==> config.mk <==
export PLATFORM = sky130hd
export DESIGN_NAME = ccu_axil_master
export DESIGN_NICKNAME = d
export VERILOG_FILES = /design/src/rtl/ccu_axil_master_pkg.sv /design/src/rtl/ccu_axil_master.sv
export SDC_FILE = /design/constraint.sdc
export NUM_CORES = 1
export LEC_CHECK = 0
export CORE_ASPECT_RATIO = 1.5
export CORE_UTILIZATION = 50
export CTS_CLUSTER_DIAMETER = 60
export DETAILED_ROUTE_END_ITERATION = 12
export DONT_BUFFER_PORTS = 1
export GPL_ROUTABILITY_DRIVEN = 1
export GPL_TIMING_DRIVEN = 1
export PLACE_DENSITY = 0.75
export SYNTH_ARGS = -nofsm -noshare
export SYNTH_HDL_FRONTEND = slang
export SYNTH_SLANG_ARGS = --single-unit
==> constraint.sdc <==
create_clock -name clk -period 1.98 [get_ports clk]
set_input_delay 0.198 -clock clk [delete_from_list [all_inputs] [get_ports clk]]
set_output_delay 0.198 -clock clk [all_outputs]
set_load 0.02 [all_outputs]
==> src/rtl/ccu_axil_master_pkg.sv <==
// Shared definitions for the CCU AXI-Lite command master.
// Latency: n/a (types and constants only).
// Backpressure: n/a.
// Contents: command op codes, response status codes, FSM state encoding,
// the fixed AXI protection value and a saturating 16-bit increment helper.
package ccu_axil_master_pkg;

  typedef enum logic [1:0] {
    OP_WR   = 2'b00,
    OP_RD   = 2'b01,
    OP_POLL = 2'b10,
    OP_RSVD = 2'b11   // behaves as a plain read
  } op_e;

  typedef enum logic [1:0] {
    ST_OK     = 2'b00,
    ST_BUSERR = 2'b01,
    ST_POLLX  = 2'b10
  } status_e;

  typedef enum logic [2:0] {
    S_IDLE    = 3'd0,
    S_WR      = 3'd1,
    S_WR_RESP = 3'd2,
    S_RD_ADDR = 3'd3,
    S_RD_DATA = 3'd4,
    S_GAP     = 3'd5,
    S_RSP     = 3'd6
  } state_e;

  localparam logic [2:0] AXI_PROT = 3'b000;

  // Read counter sticks at all-ones instead of wrapping (unlimited polls).
  function automatic logic [15:0] sat_inc16(input logic [15:0] v);
    return (v == 16'hFFFF) ? v : v + 16'd1;
  endfunction

endpackage

==> src/rtl/ccu_axil_master.sv <==
// AXI-Lite initiator turning single register commands (write/read/poll) into bus transactions.
// Latency: zero-wait slave write accept T, AW/W at T+1, rsp_valid the cycle after B; one transaction outstanding.
// Backpressure: cmd_ready low while busy; rsp_valid holds stable data until rsp_ready; AXI valids held until handshake.
// Ports: clk/rst (sync, active-high); cmd_* command in (valid/ready); rsp_* result out (valid/ready);
// m_axil_* AXI-Lite master AW, W, B, AR and R channels (32-bit data, ADDR_WIDTH byte address).
module ccu_axil_master
  import ccu_axil_master_pkg::*;
#(
  parameter int ADDR_WIDTH = 8,
  parameter int POLL_LIMIT = 1024,
  parameter int POLL_GAP   = 4
) (
  input  logic                  clk,
  input  logic                  rst,
  input  logic                  cmd_valid,
  output logic                  cmd_ready,
  input  logic [1:0]            cmd_op,
  input  logic [ADDR_WIDTH-1:0] cmd_addr,
  input  logic [31:0]           cmd_wdata,
  input  logic [3:0]            cmd_wstrb,
  input  logic [31:0]           cmd_mask,
  output logic                  rsp_valid,
  input  logic                  rsp_ready,
  output logic [31:0]           rsp_rdata,
  output logic [1:0]            rsp_status,
  output logic [15:0]           rsp_polls,
  output logic [ADDR_WIDTH-1:0] m_axil_awaddr,
  output logic [2:0]            m_axil_awprot,
  output logic                  m_axil_awvalid,
  input  logic                  m_axil_awready,
  output logic [31:0]           m_axil_wdata,
  output logic [3:0]            m_axil_wstrb,
  output logic                  m_axil_wvalid,
  input  logic                  m_axil_wready,
  input  logic [1:0]            m_axil_bresp,
  input  logic                  m_axil_bvalid,
  output logic                  m_axil_bready,
  output logic [ADDR_WIDTH-1:0] m_axil_araddr,
  output logic [2:0]            m_axil_arprot,
  output logic                  m_axil_arvalid,
  input  logic                  m_axil_arready,
  input  logic [31:0]           m_axil_rdata,
  input  logic [1:0]            m_axil_rresp,
  input  logic                  m_axil_rvalid,
  output logic                  m_axil_rready
);

  state_e                state;
  op_e                   op_q;
  logic [ADDR_WIDTH-1:0] addr_q;
  logic [31:0]           wdata_q;
  logic [3:0]            wstrb_q;
  logic [31:0]           mask_q;
  logic                  aw_done;
  logic                  w_done;
  logic [15:0]           poll_cnt;
  logic [15:0]           gap_cnt;

  logic aw_hs, w_hs, poll_match, poll_exhausted;

  assign aw_hs = m_axil_awvalid && m_axil_awready;
  assign w_hs  = m_axil_wvalid && m_axil_wready;

  assign poll_match     = ((m_axil_rdata & mask_q) == (wdata_q & mask_q));
  assign poll_exhausted = (POLL_LIMIT != 0) && ({16'd0, poll_cnt} == 32'(POLL_LIMIT));

  // The same latched address serves both AW and AR; only one is ever valid.
  assign m_axil_awaddr = addr_q;
  assign m_axil_araddr = addr_q;
  assign m_axil_wdata  = wdata_q;
  assign m_axil_wstrb  = wstrb_q;
  assign m_axil_awprot = AXI_PROT;
  assign m_axil_arprot = AXI_PROT;

  always_ff @(posedge clk) begin
    if (rst) begin
      state          <= S_IDLE;
      op_q           <= OP_WR;
      addr_q         <= '0;
      wdata_q        <= '0;
      wstrb_q        <= '0;
      mask_q         <= '0;
      aw_done        <= 1'b0;
      w_done         <= 1'b0;
      poll_cnt       <= '0;
      gap_cnt        <= '0;
      cmd_ready      <= 1'b0;
      rsp_valid      <= 1'b0;
      rsp_rdata      <= '0;
      rsp_status     <= '0;
      rsp_polls      <= '0;
      m_axil_awvalid <= 1'b0;
      m_axil_wvalid  <= 1'b0;
      m_axil_bready  <= 1'b0;
      m_axil_arvalid <= 1'b0;
      m_axil_rready  <= 1'b0;
    end else begin
      case (state)
        S_IDLE: begin
          cmd_ready <= 1'b1;
          if (cmd_valid && cmd_ready) begin
            cmd_ready <= 1'b0;
            op_q      <= op_e'(cmd_op);
            addr_q    <= cmd_addr;
            wdata_q   <= cmd_wdata;
            wstrb_q   <= cmd_wstrb;
            mask_q    <= cmd_mask;
            aw_done   <= 1'b0;
            w_done    <= 1'b0;
            poll_cnt  <= '0;
            if (op_e'(cmd_op) == OP_WR) begin
              state          <= S_WR;
              m_axil_awvalid <= 1'b1;
              m_axil_wvalid  <= 1'b1;
              m_axil_bready  <= 1'b1;
            end else begin
              state          <= S_RD_ADDR;
              m_axil_arvalid <= 1'b1;
            end
          end
        end

        S_WR: begin
          if (aw_hs) begin
            m_axil_awvalid <= 1'b0;
            aw_done        <= 1'b1;
          end
          if (w_hs) begin
            m_axil_wvalid <= 1'b0;
            w_done        <= 1'b1;
          end
          // A B arriving together with the final AW/W handshake is consumed here.
          if ((aw_done || aw_hs) && (w_done || w_hs)) begin
            if (m_axil_bvalid) begin
              m_axil_bready <= 1'b0;
              rsp_valid     <= 1'b1;
              rsp_rdata     <= '0;
              rsp_polls     <= '0;
              rsp_status    <= (m_axil_bresp != 2'b00) ? ST_BUSERR : ST_OK;
              state         <= S_RSP;
            end else begin
              state <= S_WR_RESP;
            end
          end
        end

        S_WR_RESP: begin
          if (m_axil_bvalid) begin
            m_axil_bready <= 1'b0;
            rsp_valid     <= 1'b1;
            rsp_rdata     <= '0;
            rsp_polls     <= '0;
            rsp_status    <= (m_axil_bresp != 2'b00) ? ST_BUSERR : ST_OK;
            state         <= S_RSP;
          end
        end

        S_RD_ADDR: begin
          if (m_axil_arready) begin
            m_axil_arvalid <= 1'b0;
            m_axil_rready  <= 1'b1;
            poll_cnt       <= sat_inc16(poll_cnt);
            state          <= S_RD_DATA;
          end
        end

        S_RD_DATA: begin
          if (m_axil_rvalid) begin
            m_axil_rready <= 1'b0;
            rsp_rdata     <= m_axil_rdata;
            rsp_polls     <= poll_cnt;
            // Bus error ends any command; a match wins over exhaustion on the last read.
            if (m_axil_rresp != 2'b00) begin
              rsp_status <= ST_BUSERR;
              rsp_valid  <= 1'b1;
              state      <= S_RSP;
            end else if (op_q != OP_POLL || poll_match) begin
              rsp_status <= ST_OK;
              rsp_valid  <= 1'b1;
              state      <= S_RSP;
            end else if (poll_exhausted) begin
              rsp_status <= ST_POLLX;
              rsp_valid  <= 1'b1;
              state      <= S_RSP;
            end else if (POLL_GAP == 0) begin
              m_axil_arvalid <= 1'b1;
              state          <= S_RD_ADDR;
            end else begin
              gap_cnt <= '0;
              state   <= S_GAP;
            end
          end
        end

        S_GAP: begin
          if (gap_cnt == 16'(POLL_GAP - 1)) begin
            m_axil_arvalid <= 1'b1;
            state          <= S_RD_ADDR;
          end else begin
            gap_cnt <= gap_cnt + 16'd1;
          end
        end

        S_RSP: begin
          if (rsp_ready) begin
            rsp_valid <= 1'b0;
            cmd_ready <= 1'b1;
            state     <= S_IDLE;
          end
        end

        default: state <= S_IDLE;
      endcase
    end
  end

endmodule

==> results of run 1 <==
==> power by group <==
part           internal (mW)  switching, mW  total (mW)
Sequential              3.81          0.462        4.27
Combinational           1.11           1.63        2.74
Clock                   1.81           1.55        3.35
Total                   6.73           3.64        10.4
==> metal layers <==
layer / track usage / wire length [µm] / share of wire / up-vias
met5: 0 / 0 / 0 / -
met1: 0.295 / 7650 / 0.38 / 2929
met4: 0.101 / 487 / 0.024 / 0
met3: 0.0785 / 1520 / 0.076 / 31
met2: 0.460 / 10400 / 0.52 / 260
li1: - / - / - / 3040
==> cell families (layout without fill, tap and decap cells) <==
group | Yosys count | in the layout | share of synthesized area
xor+xnor | 61 | 61 | 0.0752
mux | 2 | 2 | 0.00282
fa+ha+maj | 3 | 3 | 0.00528
simple gates | 354 | 354 | 0.212
flops | 172 | 172 | 0.484
other cells | 1 | 6 | 0.000528
compound gates | 193 | 193 | 0.171
buf+inv | 76 | 150 | 0.0495
==> flip-flops by register name, summed over array words and instances (netlist names), 3 cells and up <==
| register | count |
|---|---|
| gap_cnt | 16 |
| rsp_polls | 16 |
| rsp_rdata | 32 |
| m_axil_araddr | 8 |
| mask_q | 32 |
| m_axil_wdata | 32 |
| poll_cnt | 16 |
| state | 3 |
| m_axil_wstrb | 4 |
==> critical path, delay by kind of cell, from the launching register on <==
kind	cells	cell delay, ns
buffers and inverters	2	0.29
xor gates and xnor gates	1	0.28
and+or+nand+nor	4	0.57
DFF	1	0.35
AOI/OAI and AO/OA	2	0.39
==> repair_timing <==
action,CTS,global route
pin swaps,16,15
gates resized for setup,15,35
setup buffers,2,6
setup endpoints to repair,20,34
hold endpoints to repair,140,136
hold buffers,3,18
==> cell type report <==
type / instances / area (µm²) / area share
Multi-Input combinational cell: 619 / 3500 / 0.400
Sequential cell: 172 / 3470 / 0.397
Timing Repair Buffer: 110 / 936 / 0.107
Clock buffer: 17 / 425 / 0.0487
Tap cell: 165 / 206 / 0.0236
Clock inverter: 14 / 175 / 0.0200
Inverter: 9 / 33.8 / 0.00387
==> placed cells by master, fill, tap and decap left out, types with 7 or more instances in the layout <==
| cell type | instances |
|---|---|
| a21oi_1 | 97 |
| clkbuf_16 | 17 |
| and3_1 | 7 |
| dfxtp_2 | 12 |
| dlygate4sd3_1 | 21 |
| buf_4 | 83 |
| nand3_1 | 15 |
| nand4_1 | 8 |
| a22oi_1 | 59 |
| inv_1 | 7 |
| dfxtp_1 | 158 |
| nor2_1 | 108 |
| nand2_1 | 177 |
| xnor2_1 | 10 |
| xor2_1 | 49 |
==> worst min path at each step <==
stage                      startpoint                            end  slack (ns)
after floorplan           cmd_mask[0]         mask_q[0]$_SDFFE_PP0P_        0.33
after global placement            rst     rsp_rdata[20]$_SDFFE_PP0P_        0.28
after detailed placement          rst  m_axil_wdata[22]$_SDFFE_PP0P_        0.28
after CTS                         rst  m_axil_wdata[22]$_SDFFE_PP0P_       -0.17
after global routing              rst  m_axil_wdata[22]$_SDFFE_PP0P_       -0.18
final                             rst     rsp_rdata[21]$_SDFFE_PP0P_       -0.14
==> stage by stage <==
stage	instance area (µm²)	setup slack, ns	util
6_report	8740	-0.0260	0.628
5_1_grt	8740	-0.142	0.628
4_1_cts	8400	0.00164	0.603
3_5_place_dp	7690	-0.240	0.552
3_3_place_gp	7690	-0.160	0.552
2_1_floorplan	7130	0.0353	-
==> out/results.tsv, run 1 <==
stage	metric	value	unit
routing	antenna_left	0	
worst_setup_path	critPathCapture	gap_cnt[1]$_SDFFE_PP0P_	
floorplanning	die_area	14700	µm²
cts	cts_inserted_buffers	17	
cells_and_area	final_cells	1106	
routing	route.detailed.drc	1	
cells_and_area	drive_above_1_share	0.188	
routing	avgViaCountPerCell	5.66	
logic_synthesis	synth_area_leaders	dfxtp_1 (48%), nand2_1 (9.3%), a21oi_1 (7.0%), a22oi_1 (6.8%), xor2_1 (6.3%)	
worst_setup_path	rr_endpoint	gap_cnt[1]$_SDFFE_PP0P_	
sta	hold_slack	-0.144	ns
global_routing	grt_pass1_vias	5839	
floorplanning	num_rows	53	
global_routing	grt_max_degree	143	
floorplanning	io_pins	238	
logic_synthesis	synth_seq_cells	172	
flow_run	cap_violations	0	
logic_synthesis	synthFlopType	dfxtp_1	
logic_synthesis	synth_top_cell_area_share	0.484	
logic_synthesis	synthesis.area	7110	µm²
cts	cts_sinks	172	
sta	grt_setup_unrepaired	true	
power_and_ir_drop	p_per_area	1190	nW/µm²
global_routing	antenna_found_initial	0	
worst_hold_path	hold_path.class	input port to register	
global_routing	grt-ovfl-total	0	
worst_setup_path	start_kind	register	
sta	drv_slew	0	
logic_synthesis	synthMostInstantiatedCell	nand2_1	
cts	clk-insertion-delay-late	0.43	ns
cts	htreeDepth	4	
placement	dpl.cell_count	1047	
floorplanning	die_w	99.4	µm
sta	fin_worst_skew	0.0189	ns
cts	cts_tree	built	
logic_synthesis	synth_cell_types	53	
logic_synthesis	yosys-top-cells-count	nand2_1 (177), dfxtp_1 (172), nor2_1 (113)	
sta	setup_viol_count_final	16	
worst_setup_path	crit_required	2.28	ns
cells_and_area	nets	1055	
logic_synthesis	avgSynthCellArea	8.25	µm²
worst_setup_path	end_kind	register	
worst_setup_path	r2r_slack	-0.03	ns
sta	finalSetupTns	-0.171	ns
placement	place_congestion	0.843	
floorplanning	core_area	13900	µm²
floorplanning	start_util	0.510	
routing	dr.pass1.iters	9	
worst_setup_path	crit_fanout	16	
worst_setup_path	arrival	2.31	ns
global_routing	grt_usage	0.262	
routing	post_drt_wl_per_cell	18.1	µm
run_status	run_status	finished, violations left	
sta	fin_crit_sh	1.01	
routing	dr.first_iter.drc_count	401	
sta	fmax	499	MHz
sta	worst_slack	-0.0260	ns
worst_setup_path	crit_slowest_cell	dfxtp_1	
placement	io_buffers	0	
logic_synthesis	synth_top_area_cell	dfxtp_1	
sta	period_minus_slack	2.01	ns
logic_synthesis	yosys_warnings	0	
run_status	violations	design-rule violations, negative hold slack, negative setup slack	
worst_setup_path	rr_worst_depth	9	
power_and_ir_drop	p_leak	3.29	nW
cells_and_area	fillers	1171	
routing	wl	20.1	mm
placement	dpl.hpwl	13.8	mm
logic_synthesis	synthArstFlopShare	0	
cells_and_area	syn2layout_area_growth	23.0	%
cells_and_area	diodes	0	
global_routing	grt_pass1_wl	29.8	mm
logic_synthesis	synth-edff-count	0	
floorplanning	die_h	148	µm
routing	route.vias.total	6260	
power_and_ir_drop	peakVddDrop	0.672	mV
worst_setup_path	reg2reg_from	m_axil_wdata[21]$_SDFFE_PP0P_	
worst_setup_path	worstPathCellList	xor2_1 -> a22oi_2 -> nand4_1 -> nor4_2 -> buf_4 -> nor4bb_2 -> a31o_2 -> buf_12 -> nor2_1	
power_and_ir_drop	power	10.4	mW
cts	clkTransAtPathRegs	0.07	ns
worst_setup_path	path_class	register to register	
worst_setup_path	cp_slowest_stage_delay	0.35	ns
sta	hold_viol	124	
cts	clock_tree.buffer_depth	2	
logic_synthesis	seq_area_frac_synth	0.484	
worst_hold_path	hold_depth	1	
logic_synthesis	syn_inst	862	
worst_setup_path	crit_path_start	m_axil_wdata[21]$_SDFFE_PP0P_	
cts	clock-root-buffer	clkbuf_16	
Power figures use the tool's default switching activity.
==> inputs of run 2 (changes only) <==
--- a/config.mk
+++ b/config.mk
@@ -5,7 +5,6 @@
 export SDC_FILE = /design/constraint.sdc
 export NUM_CORES = 1
 export LEC_CHECK = 0
-export CORE_ASPECT_RATIO = 1.5
 export CORE_UTILIZATION = 50
 export CTS_CLUSTER_DIAMETER = 60
 export DETAILED_ROUTE_END_ITERATION = 12
==> constraint.sdc (replaced) <==
create_clock -name clk -period 1.7 [get_ports clk]
set_input_delay 0.17 -clock clk [delete_from_list [all_inputs] [get_ports clk]]
set_output_delay 0.17 -clock clk [all_outputs]
set_load 0.02 [all_outputs]
==> out/results.tsv, run 2 (same netlist as run 1, synthesis figures left out) <==
stage	metric	value	unit	change
cts	cts_tree	built		unchanged
cells_and_area	layout_common_cells	nand2_1 (175), dfxtp_1 (139), buf_4 (114), nor2_1 (93), a21oi_1 (92)		was nand2_1 (177), dfxtp_1 (158), nor2_1 (108), a21oi_1 (97), buf_4 (83)
worst_setup_path	arrival	2.38	ns	was 2.31 ns
routing	route.vias.total	6570		was 6,260
worst_setup_path	end_kind	register		unchanged
sta	period_minus_slack	2.04	ns	was 2.01 ns
run_status	violations	negative hold slack, negative setup slack		was design-rule violations, negative hold slack, negative setup slack
sta	fin_crit_sh	1.20		was 1.01
worst_hold_path	hold_path.class	input port to register		unchanged
sta	worst_slack	-0.342	ns	was -0.0260 ns
cts	clock-root-buffer	clkbuf_16		unchanged
worst_setup_path	crit_fanout	4		was 16
flow_run	cap_violations	0		unchanged
global_routing	grt_pass1_wl	31.4	mm	was 29.8 mm
cts	clock_tree.buffer_depth	2		unchanged
run_status	run_status	finished, violations left		unchanged
global_routing	busiest_layer	met2		unchanged
cells_and_area	design_area	9550	µm²	was 8740 µm²
placement	dpl.hpwl	14.2	mm	was 13.8 mm
placement	place_congestion	0.876		was 0.843
placement	placed_area	8130	µm²	was 7690 µm²
global_routing	gr-usage-met1	0.328		was 0.295
cells_and_area	nets	1087		was 1,055
cts	clkTransAtPathRegs	0.07	ns	about the same
cells_and_area	syn2layout_area_growth	34.3	%	was 23.0%
global_routing	grt_pass1_vias	6260		was 5,839
worst_setup_path	start_kind	register		unchanged
placement	io_buffers	0		unchanged
worst_setup_path	crit_required	2.04	ns	was 2.28 ns
global_routing	grt-ovfl-total	0		unchanged
cells_and_area	layout_commonest_cell	nand2_1		unchanged
sta	fmax	490	MHz	was 499 MHz
cells_and_area	diodes	0		unchanged
sta	hold_viol	118		was 124
power_and_ir_drop	p_leak	3.60	nW	was 3.29 nW
sta	setup_viol_count_final	37		was 16
routing	post_drt_wl_per_cell	19.0	µm	was 18.1 µm
floorplanning	die_w	121	µm	was 99.4 µm
cts	cts_sinks	172		unchanged
routing	route.detailed.drc	0		was 1
power_and_ir_drop	peakVddDrop	1.14	mV	was 0.672 mV
cts	clk-insertion-delay-late	0.43	ns	about the same
sta	grt_setup_unrepaired	true		unchanged
sta	finalSetupTns	-8.10	ns	was -0.171 ns
floorplanning	start_util	0.512		was 0.510
floorplanning	num_rows	43		was 53
floorplanning	die_h	121	µm	was 148 µm
global_routing	grt_max_degree	143		unchanged
sta	fin_worst_skew	0.0123	ns	was 0.0189 ns
cells_and_area	drive_above_1_share	0.302		was 0.188
floorplanning	core_area	13900	µm²	about the same
global_routing	antenna_found_initial	0		unchanged
global_routing	grt_use_met2	0.479		was 0.460
global_routing	gr-usage-met3	0.0879		was 0.0785
routing	wl	22.0	mm	was 20.1 mm
floorplanning	die_area	14700	µm²	about the same
cells_and_area	fillers	1064		was 1,171
floorplanning	io_pins	238		unchanged
routing	dr.pass1.iters	5		was 9
cells_and_area	utilization	0.688		was 0.628
sta	drv_slew	0		unchanged
routing	avgViaCountPerCell	5.69		was 5.66
worst_setup_path	path_class	register to register		unchanged
global_routing	grt_usage	0.280		was 0.262
sta	hold_slack	-0.198	ns	was -0.144 ns
routing	antenna_left	0		unchanged
cts	cts_inserted_buffers	17		unchanged
routing	dr.first_iter.drc_count	348		was 401
power_and_ir_drop	p_per_area	1400	nW/µm²	was 1190 nW/µm²
cts	htreeDepth	4		unchanged
==> run 2: cell types whose count changed in the layout (fill, tap and decap cells not counted), sizes merged <==
cell / before / now
buf: 89 / 138
dlygate4sd3: 21 / 0
clkinv: 6 / 3
bufinv: 1 / 2
clkbuf: 17 / 22
inv: 15 / 16
clkinvlp: 1 / 2
==> run 2: through the flow <==
step,power [mW],worst slack [ns],instances
6_report,13.4,-0.342,1154
5_1_grt,14.0,-0.449,1154
4_1_cts,12.6,-0.376,1134
3_5_place_dp,8.36,-0.540,1097
3_3_place_gp,8.31,-0.458,1097
2_1_floorplan,7.05,-0.0814,867
==> run 2: worst max-delay path, stage by stage, from the launching register on <==
cell	delay [ns]
dfxtp_2	0.33
xor2_2	0.14
a22oi_2	0.23
nand4_1	0.17
nor4_2	0.34
buf_4	0.20
nor3b_1	0.06
or3_1	0.31
a21oi_1	0.17
==> run 2: final cells by class <==
cell class,instances,area [µm²],area share
multi-input combinational,619,3840,0.402
tap,180,225,0.0236
timing repair buffer,142,1330,0.139
inverter,9,36.3,0.00380
clock buffer,18,450,0.0472
clock inverter,14,170,0.0178
sequential,172,3500,0.367
==> run 2: path summary, 6_finish.rpt <==
path                                   to  cells after the start                          start  slack (ns)
max reg2reg    rsp_status[0]$_SDFFE_PP0P_                      8  m_axil_wdata[20]$_SDFFE_PP0P_       -0.34
min          m_axil_wdata[1]$_SDFFE_PP0P_                      1                            rst       -0.20
max            rsp_status[0]$_SDFFE_PP0P_                      8  m_axil_wdata[20]$_SDFFE_PP0P_       -0.34
min reg2reg       mask_q[30]$_SDFFE_PP0P_                      2        mask_q[30]$_SDFFE_PP0P_        0.45
==> run 2: routing by layer <==
metal	up-vias	share of wire
li1	3094	-
met1	3133	0.39
met2	299	0.50
met3	44	0.085
met4	0	0.025
met5	-	0
==> run 2: what timing repair did <==
action | 4_1_cts | 5_1_grt
setup buffers | 6 | 17
gates cloned | 0 | 4
endpoints found under the setup margin | 88 | 129
gates resized for setup | 40 | 79
hold endpoints to repair | 140 | 140
pin swaps | 27 | 39
==> run 2: power breakdown <==
group          internal, mW  total (mW)  leakage, nW  switching, mW
clock network          2.31        4.10        0.299           1.79
logic                  1.98        4.30         1.89           2.32
registers              4.46        5.01         1.41          0.553
==> inputs of run 3 (changes only) <==
--- a/config.mk
+++ b/config.mk
@@ -12,6 +12,7 @@
 export GPL_ROUTABILITY_DRIVEN = 1
 export GPL_TIMING_DRIVEN = 1
 export PLACE_DENSITY = 0.75
+export SKIP_LAST_GASP = 1
 export SYNTH_ARGS = -nofsm -noshare
 export SYNTH_HDL_FRONTEND = slang
 export SYNTH_SLANG_ARGS = --single-unit
==> out/results.tsv, run 3 (same netlist as run 1, synthesis figures left out) <==
stage	metric	value	unit	change
global_routing	grt_max_degree	143		unchanged
worst_hold_path	hold_path.class	input port to register		unchanged
cells_and_area	nets	1086		was 1,087
cts	htreeDepth	4		unchanged
placement	placed_area	8130	µm²	unchanged
routing	antenna_left	0		unchanged
sta	fin_crit_sh	1.21		was 1.20
power_and_ir_drop	power	13.3	mW	was 13.4 mW
worst_setup_path	path_class	register to register		unchanged
worst_setup_path	end_kind	register		unchanged
placement	io_buffers	0		unchanged
floorplanning	start_util	0.512		unchanged
cells_and_area	syn2layout_area_growth	33.6	%	was 34.3%
worst_setup_path	rr_endpoint	gap_cnt[5]$_SDFFE_PP0P_		was rsp_status[0]$_SDFFE_PP0P_
sta	drv_slew	0		unchanged
placement	place_congestion	0.876		unchanged
sta	finalSetupTns	-7.91	ns	was -8.10 ns
routing	route.detailed.drc	0		unchanged
worst_hold_path	hp-start	rst		unchanged
cells_and_area	layout_common_cells	nand2_1 (175), dfxtp_1 (139), buf_4 (115), nor2_1 (94), a21oi_1 (93)		was nand2_1 (175), dfxtp_1 (139), buf_4 (114), nor2_1 (93), a21oi_1 (92)
routing	avgViaCountPerCell	5.64		was 5.69
worst_setup_path	reg2reg_from	gap_cnt[2]$_SDFFE_PP0P_		was m_axil_wdata[20]$_SDFFE_PP0P_
routing	route.vias.total	6504		was 6,570
global_routing	grt_pass1_vias	6260		unchanged
routing	dr_wl_met2	10.8	mm	was 11.0 mm
routing	dr.first_iter.drc_count	357		was 348
run_status	run_status	finished, violations left		unchanged
cts	cts_inserted_buffers	17		unchanged
routing	wl	21.9	mm	was 22.0 mm
worst_setup_path	crit_slowest_cell	nor4_1		was nor4_2
power_and_ir_drop	p_per_area	1400	nW/µm²	about the same
routing	post_drt_wl_per_cell	19.0	µm	about the same
global_routing	grt_pass1_wl	31.4	mm	about the same
cts	clock_tree.buffer_depth	2		unchanged
cells_and_area	diodes	0		unchanged
global_routing	antenna_found_initial	0		unchanged
floorplanning	die_h	121	µm	unchanged
worst_setup_path	cp_slowest_stage_delay	0.35	ns	was 0.34 ns
floorplanning	die_area	14700	µm²	unchanged
worst_setup_path	crit_fanout	7		was 4
routing	top_layer_used	met4		unchanged
placement	dpl.cell_count	1097		unchanged
sta	hold_slack	-0.194	ns	was -0.198 ns
worst_setup_path	worstPathCellList	nor4_1 -> nand4_1 -> nand3_2 -> buf_4 -> nor2_1 -> buf_4 -> nand3_1 -> xor2_1 -> nor2_4		was xor2_2 -> a22oi_2 -> nand4_1 -> nor4_2 -> buf_4 -> nor3b_1 -> or3_1 -> a21oi_1
sta	fin_worst_skew	0.0118	ns	was 0.0123 ns
floorplanning	num_rows	43		unchanged
cts	clkTransAtPathRegs	0.07	ns	about the same
sta	setup_viol_count_final	37		unchanged
global_routing	grt_usage	0.280		about the same
cells_and_area	final_cells	1153		was 1,154
cts	clk-insertion-delay-late	0.43	ns	about the same
sta	period_minus_slack	2.05	ns	was 2.04 ns
sta	worst_slack	-0.352	ns	was -0.342 ns
power_and_ir_drop	peakVddDrop	1.14	mV	about the same
worst_setup_path	arrival	2.36	ns	was 2.38 ns
worst_setup_path	start_kind	register		unchanged
worst_setup_path	r2r_slack	-0.35	ns	was -0.34 ns
cells_and_area	design_area	9500	µm²	was 9550 µm²
worst_setup_path	crit_required	2.01	ns	was 2.04 ns
cells_and_area	layout_commonest_cell	nand2_1		unchanged
power_and_ir_drop	p_leak	3.58	nW	was 3.60 nW
flow_run	cap_violations	0		unchanged
cts	cts_sinks	172		unchanged
global_routing	grt-ovfl-total	0		unchanged
placement	dpl.hpwl	14.2	mm	unchanged
cells_and_area	drive_above_1_share	0.295		was 0.302
cts	clock-root-buffer	clkbuf_16		unchanged
floorplanning	die_w	121	µm	unchanged
routing	dr.pass1.iters	5		unchanged
floorplanning	io_pins	238		unchanged
routing	drt-met1-wl	8.69	mm	was 8.54 mm
worst_setup_path	cpMostUsedCell	buf_4		
cells_and_area	utilization	0.684		was 0.688
worst_hold_path	whs_endpoint	m_axil_wdata[1]$_SDFFE_PP0P_		unchanged
routing	met3_length	1.79	mm	was 1.87 mm
sta	fmax	487	MHz	was 490 MHz
cts	cts_tree	built		unchanged
floorplanning	core_area	13900	µm²	unchanged
run_status	violations	negative hold slack, negative setup slack		unchanged
worst_hold_path	hold_depth	1		unchanged
worst_setup_path	rr_worst_depth	9		was 8
sta	hold_viol	117		was 118
sta	grt_setup_unrepaired	true		unchanged
cells_and_area	fillers	1073		was 1,064
run 3: per-layer routing:
layer	global-route usage	vias to the layer above
met5	0	-
met4	0.0957	0
met3	0.0879	48
met2	0.479	268
met1	0.328	3096
li1	-	3092
run 3: worst max path at each step:
stage                                  start                        to  slack [ns]  cells after the start
5_1_grt        m_axil_wdata[20]$_SDFFE_PP0P_  gap_cnt[12]$_SDFFE_PP0P_       -0.44                      9
3_5_place_dp   m_axil_wdata[13]$_SDFFE_PP0P_    rsp_valid$_SDFFE_PP0P_       -0.54                      8
4_1_cts        m_axil_wdata[13]$_SDFFE_PP0P_    rsp_valid$_SDFFE_PP0P_       -0.38                      8
2_1_floorplan  m_axil_wdata[25]$_SDFFE_PP0P_    rsp_valid$_SDFFE_PP0P_       -0.08                      7
6_report             gap_cnt[2]$_SDFFE_PP0P_   gap_cnt[5]$_SDFFE_PP0P_       -0.35                      9
3_3_place_gp   m_axil_wdata[13]$_SDFFE_PP0P_    rsp_valid$_SDFFE_PP0P_       -0.46                      8
run 3: what timing repair did:
action	CTS	global route
pin swaps	27	36
setup endpoints to repair	88	140
cloned	0	4
hold endpoints to repair	140	140
setup buffers	6	16
gates resized for setup	36	72
run 3: through the flow:
step | setup WS (ns) | hold slack, ns
after floorplan | -0.0814 | 0.296
after global placement | -0.458 | 0.247
after detailed placement | -0.540 | 0.251
after CTS | -0.376 | -0.205
after global routing | -0.443 | -0.212
final | -0.352 | -0.194
run 3: worst max-delay path, delay by kind of cell, from the launching register on:
family | cells | cell delay [ns]
xor+xnor | 1 | 0.31
flops | 1 | 0.32
buf+inv | 2 | 0.31
simple gates | 6 | 1.00
run 3: area by class of cell:
type / instances / area [µm²] / share of cell area
multi-input cells: 619 / 3810 / 0.401
clock buffers: 18 / 450 / 0.0474
flip-flops and latches: 172 / 3500 / 0.369
well taps: 180 / 225 / 0.0237
clock inverters: 14 / 170 / 0.0179
repair buffers: 141 / 1310 / 0.138
inverters: 9 / 33.8 / 0.00356
run 3: report_power, final:
| group | switching (mW) | total, mW | internal (mW) |
|---|---|---|---|
| registers | 0.547 | 5.00 | 4.46 |
| logic | 2.28 | 4.19 | 1.91 |
| clock network | 1.79 | 4.10 | 2.31 |
